**src/rtl/htpa_pkg.sv**
```systemverilog
// rtl/htpa_pkg.sv - shared HTPA frame geometry constants and window FSM state type
package htpa_pkg;

    localparam int COLS   = 80;
    localparam int ROWS   = 64;
    localparam int X_W    = 7;
    localparam int Y_W    = 6;
    localparam int ADDR_W = 13;
    localparam int CNT_W  = 13;

    typedef enum logic [1:0] {
        ST_IDLE   = 2'd0,
        ST_ACTIVE = 2'd1,
        ST_DRAIN  = 2'd2,
        ST_DONE   = 2'd3
    } win_state_t;

endpackage

```
**src/rtl/htpa_win_stats.sv**
```systemverilog
// rtl/htpa_win_stats.sv - per-window pixel count/sum/min/max accumulators
module htpa_win_stats
    import htpa_pkg::*;
#(
    parameter int PIX_W = 16,
    parameter int SUM_W = PIX_W + CNT_W
)(
    input  logic               clk,
    input  logic               rst_n,
    input  logic               clr,
    input  logic               upd,
    input  logic [PIX_W-1:0]   data,
    output logic [CNT_W-1:0]   count,
    output logic [SUM_W-1:0]   sum,
    output logic [PIX_W-1:0]   min_val,
    output logic [PIX_W-1:0]   max_val
);

    // Clear seeds min with all-ones so the first pixel always wins; clear beats update.
    always_ff @(posedge clk or negedge rst_n) begin
        if (!rst_n) begin
            count   <= '0;
            sum     <= '0;
            min_val <= '0;
            max_val <= '0;
        end else if (clr) begin
            count   <= '0;
            sum     <= '0;
            min_val <= '1;
            max_val <= '0;
        end else if (upd) begin
            count <= count + CNT_W'(1);
            sum   <= sum + SUM_W'(data);
            if (data < min_val) begin
                min_val <= data;
            end
            if (data > max_val) begin
                max_val <= data;
            end
        end
    end

endmodule

```
**src/rtl/htpa_ram_window_reader.sv**
```systemverilog
// rtl/htpa_ram_window_reader.sv - window coordinate to frame-RAM reader with pixel return and stats
module htpa_ram_window_reader
    import htpa_pkg::*;
#(
    parameter int COLS   = htpa_pkg::COLS,
    parameter int ROWS   = htpa_pkg::ROWS,
    parameter int PIX_W  = 16,
    parameter int RD_LAT = 2
)(
    input  logic                    clk,
    input  logic                    rst_n,
    input  logic [X_W-1:0]          x,
    input  logic [Y_W-1:0]          y,
    input  logic                    set,
    output logic                    ram_rd_en,
    output logic [ADDR_W-1:0]       ram_addr,
    input  logic [PIX_W-1:0]        ram_rdata,
    output logic                    pix_valid,
    output logic [X_W-1:0]          pix_x,
    output logic [Y_W-1:0]          pix_y,
    output logic [PIX_W-1:0]        pix_data,
    output logic                    win_done,
    output logic [CNT_W-1:0]        win_count,
    output logic [PIX_W+CNT_W-1:0]  win_sum,
    output logic [PIX_W-1:0]        win_min,
    output logic [PIX_W-1:0]        win_max,
    output logic                    oob_err
);

    localparam int LAST = RD_LAT - 1;

    win_state_t state;
    win_state_t state_nxt;

    logic              accept;
    logic              clr;
    logic              drop;
    logic              in_range;
    logic              pipe_empty;
    logic              ret_hit;
    logic [ADDR_W-1:0] addr_lin;

    // One slot per accepted coordinate; in-range flag travels with it so
    // out-of-range slots keep ordering but never produce a pixel.
    logic [RD_LAT-1:0] dl_v;
    logic [RD_LAT-1:0] dl_in;
    logic [X_W-1:0]    dl_x [RD_LAT];
    logic [Y_W-1:0]    dl_y [RD_LAT];

    assign in_range   = (32'(x) < COLS) && (32'(y) < ROWS);
    assign pipe_empty = ~|dl_v;
    assign ret_hit    = dl_v[LAST] & dl_in[LAST];
    assign win_done   = (state == ST_DONE);

    // Linear address: the 80-column frame uses shift-and-add instead of a multiplier.
    generate
        if (COLS == 80) begin : g_addr_shift
            assign addr_lin = (ADDR_W'(y) << 6) + (ADDR_W'(y) << 4) + ADDR_W'(x);
        end else begin : g_addr_mul
            assign addr_lin = ADDR_W'(32'(y) * COLS + 32'(x));
        end
    endgenerate

    // Window state register.
    always_ff @(posedge clk or negedge rst_n) begin
        if (!rst_n) begin
            state <= ST_IDLE;
        end else begin
            state <= state_nxt;
        end
    end

    // Next state plus accept/clear/drop strobes; only IDLE may open a window.
    always_comb begin
        state_nxt = state;
        accept    = 1'b0;
        clr       = 1'b0;
        drop      = 1'b0;
        case (state)
            ST_IDLE: begin
                if (set) begin
                    accept    = 1'b1;
                    clr       = 1'b1;
                    state_nxt = ST_ACTIVE;
                end
            end
            ST_ACTIVE: begin
                if (set) begin
                    accept = 1'b1;
                end else begin
                    state_nxt = ST_DRAIN;
                end
            end
            ST_DRAIN: begin
                drop = set;
                if (pipe_empty) begin
                    state_nxt = ST_DONE;
                end
            end
            ST_DONE: begin
                drop      = set;
                state_nxt = ST_IDLE;
            end
            default: begin
                state_nxt = ST_IDLE;
            end
        endcase
    end

    // Address stage: read strobe only for in-range coordinates.
    always_ff @(posedge clk or negedge rst_n) begin
        if (!rst_n) begin
            ram_rd_en <= 1'b0;
            ram_addr  <= '0;
        end else begin
            ram_rd_en <= accept & in_range;
            if (accept) begin
                ram_addr <= addr_lin;
            end
        end
    end

    // Valid/x/y delay line aligned so the last stage meets ram_rdata.
    always_ff @(posedge clk or negedge rst_n) begin
        if (!rst_n) begin
            dl_v  <= '0;
            dl_in <= '0;
            for (int i = 0; i < RD_LAT; i++) begin
                dl_x[i] <= '0;
                dl_y[i] <= '0;
            end
        end else begin
            dl_v[0]  <= accept;
            dl_in[0] <= accept & in_range;
            dl_x[0]  <= x;
            dl_y[0]  <= y;
            for (int i = 1; i < RD_LAT; i++) begin
                dl_v[i]  <= dl_v[i-1];
                dl_in[i] <= dl_in[i-1];
                dl_x[i]  <= dl_x[i-1];
                dl_y[i]  <= dl_y[i-1];
            end
        end
    end

    // Pixel return register; coordinates and data hold between valid pixels.
    always_ff @(posedge clk or negedge rst_n) begin
        if (!rst_n) begin
            pix_valid <= 1'b0;
            pix_x     <= '0;
            pix_y     <= '0;
            pix_data  <= '0;
        end else begin
            pix_valid <= ret_hit;
            if (ret_hit) begin
                pix_x    <= dl_x[LAST];
                pix_y    <= dl_y[LAST];
                pix_data <= ram_rdata;
            end
        end
    end

    // Sticky error: cleared when a window opens, set by out-of-range or dropped coordinates.
    always_ff @(posedge clk or negedge rst_n) begin
        if (!rst_n) begin
            oob_err <= 1'b0;
        end else if (clr) begin
            oob_err <= ~in_range;
        end else if ((accept & ~in_range) | drop) begin
            oob_err <= 1'b1;
        end
    end

    htpa_win_stats #(
        .PIX_W (PIX_W),
        .SUM_W (PIX_W + CNT_W)
    ) u_stats (
        .clk     (clk),
        .rst_n   (rst_n),
        .clr     (clr),
        .upd     (ret_hit),
        .data    (ram_rdata),
        .count   (win_count),
        .sum     (win_sum),
        .min_val (win_min),
        .max_val (win_max)
    );

endmodule

```
**config.mk**
```make
export PLATFORM = sky130hd
export DESIGN_NAME = htpa_ram_window_reader
export DESIGN_NICKNAME = d
export VERILOG_FILES = /design/src/rtl/htpa_pkg.sv /design/src/rtl/htpa_win_stats.sv /design/src/rtl/htpa_ram_window_reader.sv
export SDC_FILE = /design/constraint.sdc
export NUM_CORES = 1
export LEC_CHECK = 0
export BUFFER_PORTS_ARGS = -buffer_cell sky130_fd_sc_hd__clkbuf_2
export CAP_MARGIN = 30
export CORE_MARGIN = 8
export CORE_UTILIZATION = 45
export DETAILED_ROUTE_END_ITERATION = 10
export PLACE_DENSITY = 0.67
export SLEW_MARGIN = 5
export SYNTH_ARGS = -nofsm -noshare
export SYNTH_HDL_FRONTEND = slang
export SYNTH_SLANG_ARGS = --single-unit
```
**constraint.sdc**
```tcl
create_clock -name clk -period 4.4 [get_ports clk]
set_input_delay 0.88 -clock clk [delete_from_list [all_inputs] [get_ports clk]]
set_output_delay 0.88 -clock clk [all_outputs]
set_load 0.01 [all_outputs]
```
* Word-level counts from Yosys, hierarchy flattened *
Cells that the tools add are included.

storage, ports and cells
  bits in registers = 151
  bits in latches = 0
  memory bits (writable) = 0
  ROM bits = 0
  output and inout bits = 120
  memories = 0

operators by class
  add/sub/neg operators = 4
  multiply operators = 0
  divide/modulo/power cells = 0
  order comparisons = 3
  eq/ne operators = 6
  shift-type cells = 0
  muxes and demuxes = 20
  bitwise operators = 5
  reduce and logical (&&, ||, !) cells = 11

operators with widths
  cell                     number
  $mux W16                 6
  $mux W29                 2
  $add A29 B16 Y29         1
  $mux W13                 2
  $gt A16 B16 Y1           1
  $lt A16 B16 Y1           1
  $add A12 B10 Y13         1
  $add A13 B1 Y13 const B  1
  $add A13 B7 Y13          1
  $pmux W2 S4              1
  $reduce_bool A2 Y1       4
  $lt A7 B7 Y1 const B     1
  $mux W1                  6
  $mux W2                  3
  $ne A2 B2 Y1 const B     3
  $reduce_or A2 Y1         3
  $eq A2 B2 Y1 const B     2
  $reduce_and A2 Y1        2
  $and A1 B1 Y1            3
  $reduce_and A3 Y1        1
  $eq A2 B1 Y1 const B     1
  $logic_not A2 Y1         1
  $not A1 Y1               1
  $or A1 B1 Y1             1

* Depth between registers and ports, before layout *
  word-level depth = 7
  mapped depth = 11

* Cells and area by module *
From an unflattened synthesis, not the netlist that was laid out.

unflattened totals
  cells, all modules = 757
  area, all modules = 7977.7 µm²

modules (own cells, without submodules)
  module                  times used  cells each  area an instance (µm²)  sequential area each (µm²)
  htpa_win_stats          1           563         5048.6                  1851.8
  htpa_ram_window_reader  1           194         2929.1                  1901.8

* Least setup slack after synthesis *
No wires, ideal clock.

  path kind = input to register
  from = input port ram_rdata[0]
  to = register u_stats.sum[24]
  library setup time = 132 ps
  data arrival time = 2681 ps
  required time = 4268 ps
  path slack = 1587 ps
  stages on the path = 9
  path through = ha_1 -> fa_1 -> a21o_1 -> a221oi_2 -> o211ai_2 -> o21ai_2 -> a211oi_1 -> xnor2_1 -> nor2_1

between the ends
  longest elaborated chain between the ends = 3

ends and longest elaborated chain
  element                 RTL line                      source
  start: declaration      htpa_ram_window_reader.sv:17  input logic [PIX_W-1:0] ram_rdata,
  $add A29 B16 Y29        htpa_win_stats.sv:33          sum <= sum + SUM_W'(data);
  $mux W29                htpa_win_stats.sv:31          end else if (upd) begin
  $mux W29                htpa_win_stats.sv:26          end else if (clr) begin
  end signal: assignment  htpa_win_stats.sv:33
  end: declaration        htpa_win_stats.sv:14          output logic [SUM_W-1:0] sum,

Every way passes these cells. The select of a mux whose other input is x is not followed.
A chain may end at the register's enable or synchronous reset.

* Final worst setup path *
  from = input port ram_rdata[0]
  to = register u_stats.sum[20]

The elaborated chain is that of the path after synthesis.

==> flow_metrics.py <==
metrics = {
    "power_and_ir_drop": {
        "powerDensity_nw_per_um2": 619.1,
        "p_leak_nw": 4.694,
        "ir_drop_mv": 0.3099,
    },
    "worst_setup_path": {
        "worst_setup_path_start_kind": "input pin",
        "cp.arrival_ps": 3110,
        "worstPathMaxFanout": 5,
        "crit_required_ps": 4710,
        "cp-end-kind": "flip-flop",
        "path_class": "input pin to flip-flop",
    },
    "floorplanning": {
        "core_sq_um": 16580,
        "chipHeight_microns": 146.0,
        "rows": 47,
        "dieArea_sq_um": 21320,
        "ios": 152,
        "start_util": 0.4587,
        "die_width_microns": 146.0,
    },
    "clock_network": {
        "cts_hold_buffers": 0,
        "cts_tree": "yes",
        "cts_root_buf": "clkbuf_16",
        "htreeDepth": 4,
        "clockBufferDepth": 2,
        "clkLatencyLatePin_ps": 440,
        "clock-sinks": 150,
        "clk_pin_slew_ps": 70,
        "post_cts_resized": 0,
        "postCtsSetupRepairBufs": 0,
        "numCtsBuffers": 17,
    },
    "yosys": {
        "yosys_most_used_dff": "dfrtp_1",
        "postSynthAreaPerCell_sq_um": 9.702,
        "synth.ff_latch_count": 150,
        "synth_top_cells_by_count": "nand2_1 (161), dfrtp_1 (150), ha_1 (63)",
        "synth_edf_count": 0,
        "yosysWarnings": 0,
        "netlist.area_leader.share": 0.4935,
        "ys_types": 59,
        "synthCells": 784,
        "async_reset_ff_frac": 1.000,
        "synth_area_sq_um": 7606,
        "syn_nets": 882,
        "yosysSeqAreaShare": 0.4935,
        "synth.area.top_cells": "dfrtp_1 (49%), ha_1 (10%), nand2_1 (7.9%), a21oi_1 (3.6%), o21ai_0 (2.6%)",
        "synth_top_area_cell": "dfrtp_1",
        "synth_most_common_cell": "nand2_1",
    },
    "detailed_routing": {
        "drt_iter0_markers": 367,
        "ant_nets": 0,
        "first_pass_iters": 6,
        "route.detailed.drc": 0,
        "vias": 6091,
        "routed_wl_microns": 19330,
        "viasPerCell": 5.242,
        "routedWlPerCell_microns": 16.64,
    },
    "place": {
        "placed_area_sq_um": 8577,
        "gp_congestion": 0.8137,
        "portBuffers": 151,
        "dp_slack_ps": 1137,
        "dpl.hpwl_microns": 13640,
    },
    "timing": {
        "maxSlewViolCount": 0,
        "hold_ws_ps": 268.0,
        "hold_viol": 0,
        "max_freq_ghz": 0.3572,
        "fin_ws_ps": 1601,
        "fin_skew_ps": 11.82,
        "rsz0062_at_grt": "false",
        "finalCritPeriodShare": 0.6362,
        "fin_setup_tns_ps": 0,
        "slew-limit-headroom": 0.4279,
        "tightest_slew_ps": 852.5,
        "final.min_clock_period_ps": 2799,
        "report.final.setup_viol": 0,
    },
    "flow_run": {
        "cap_violations": 0,
    },
    "global_routing": {
        "grt_overflow_total": 0,
        "first_global_vias": 5981,
        "antenna_found_initial": 0,
        "grt_max_degree": 107,
        "grt_pass1_wl_microns": 32070,
        "track_usage": 0.1875,
    },
    "min_path": {
        "hp-class": "input pin to asynchronous set/reset pin",
    },
    "finish": {
        "final_layout_size_suffix_gt1_frac": 0.2335,
        "n_fill_cell": 1531,
        "final_nets": 1027,
        "fin_area_sq_um": 9209,
        "diodes": 0,
        "syn2layout_area_growth_pct": 21.07,
    },
    "status": {
        "status": "finished, final reports clean",
    },
}
## placed cells by master, fill, tap and decap left out, types with 14 or more instances in the layout
cell,count
nand2_1,160
dfrtp_1,150
clkbuf_2,150
ha_1,63
a21oi_1,54
inv_1,43
o21ai_0,38
nor2_1,29
nand3_1,28
xnor2_1,19
a31oi_1,18
a21o_1,17
clkbuf_16,17
nor3_1,15
nand4_1,14
## metrics by stage
| step | utilization | power (W) | std cells |
|---|---|---|---|
| after global routing | 0.5553 | 0.006126 | 1162 |
| after floorplan | - | 0.003401 | 784 |
| after detailed placement | 0.5172 | 0.004231 | 1129 |
| final | 0.5553 | 0.005701 | 1162 |
| after CTS | 0.5536 | 0.005772 | 1161 |
| after global placement | 0.5163 | 0.004185 | 1128 |
## critical path, stage by stage
cell,delay (ps)
clkbuf_2,110
ha_1,220
fa_1,410
a21o_1,200
a221oi_2,440
o211ai_2,230
o21ai_2,290
a21oi_1,120
xnor2_1,160
nor2_1,50
## flip-flops by register name, summed over array words and instances (netlist names)
| name | cells |
|---|---|
| pix_x | 7 |
| oob_err | 1 |
| pix_y | 6 |
| dl_x | 14 |
| pix_valid | 1 |
| u_stats.max_val | 16 |
| pix_data | 16 |
| dl_y | 12 |
| ram_addr | 13 |
| u_stats.min_val | 16 |
| dl_v | 2 |
| dl_in | 2 |
| u_stats.count | 13 |
| u_stats.sum | 29 |
| state | 2 |
## report_power, final
group          internal (W)  switching (W)  total (W)
Sequential          0.00179       0.000281    0.00207
Combinational      0.000853        0.00127    0.00212
Clock              0.000862       0.000652    0.00151
Total               0.00350        0.00220    0.00570
## final cells by class
type	instances	area [sq um]	area share
Clock buffer	17	425.4	0.04620
Clock inverter	15	178.9	0.01943
Inverter	44	165.2	0.01793
Multi-Input combinational cell	556	3553	0.3859
Sequential cell	150	3754	0.4076
Tap cell	220	275.3	0.02989
Timing Repair Buffer	160	857.1	0.09307
## final timing paths
check,startpoint,to,slack [ps],cells after the start
worst max register to register,u_stats.sum[0],u_stats.sum[20],1760,9
min in group clk,dl_x[12],dl_x[5],350,0
worst min register to register,dl_x[12],dl_x[5],350,0
worst max-delay path,ram_rdata[0],u_stats.sum[20],1600,10
max in group asynchronous,rst_n,dl_in[0],3110,3
worst min-delay path,rst_n,u_stats.max_val[11],270,1
## kinds of logic after synthesis
kind of cell	count (synthesis)	share of synthesized area
AOI/OAI and AO/OA	170	0.1444
xor gates and xnor gates	30	0.03454
adders and majority gates	66	0.1115
buffers and inverters	78	0.04063
DFF	150	0.4935
muxes	7	0.01036
and+or+nand+nor	283	0.1650
## layer usage
metal / up-vias / routed length (microns) / GRT usage
li1: 3017 / - / -
met1: 2900 / 8607 / 0.2306
met2: 151 / 9089 / 0.2995
met3: 23 / 1361 / 0.07262
met4: 0 / 272 / 0.05719
met5: - / 0 / 0
Note: power is estimated with default switching activity, not from simulation.
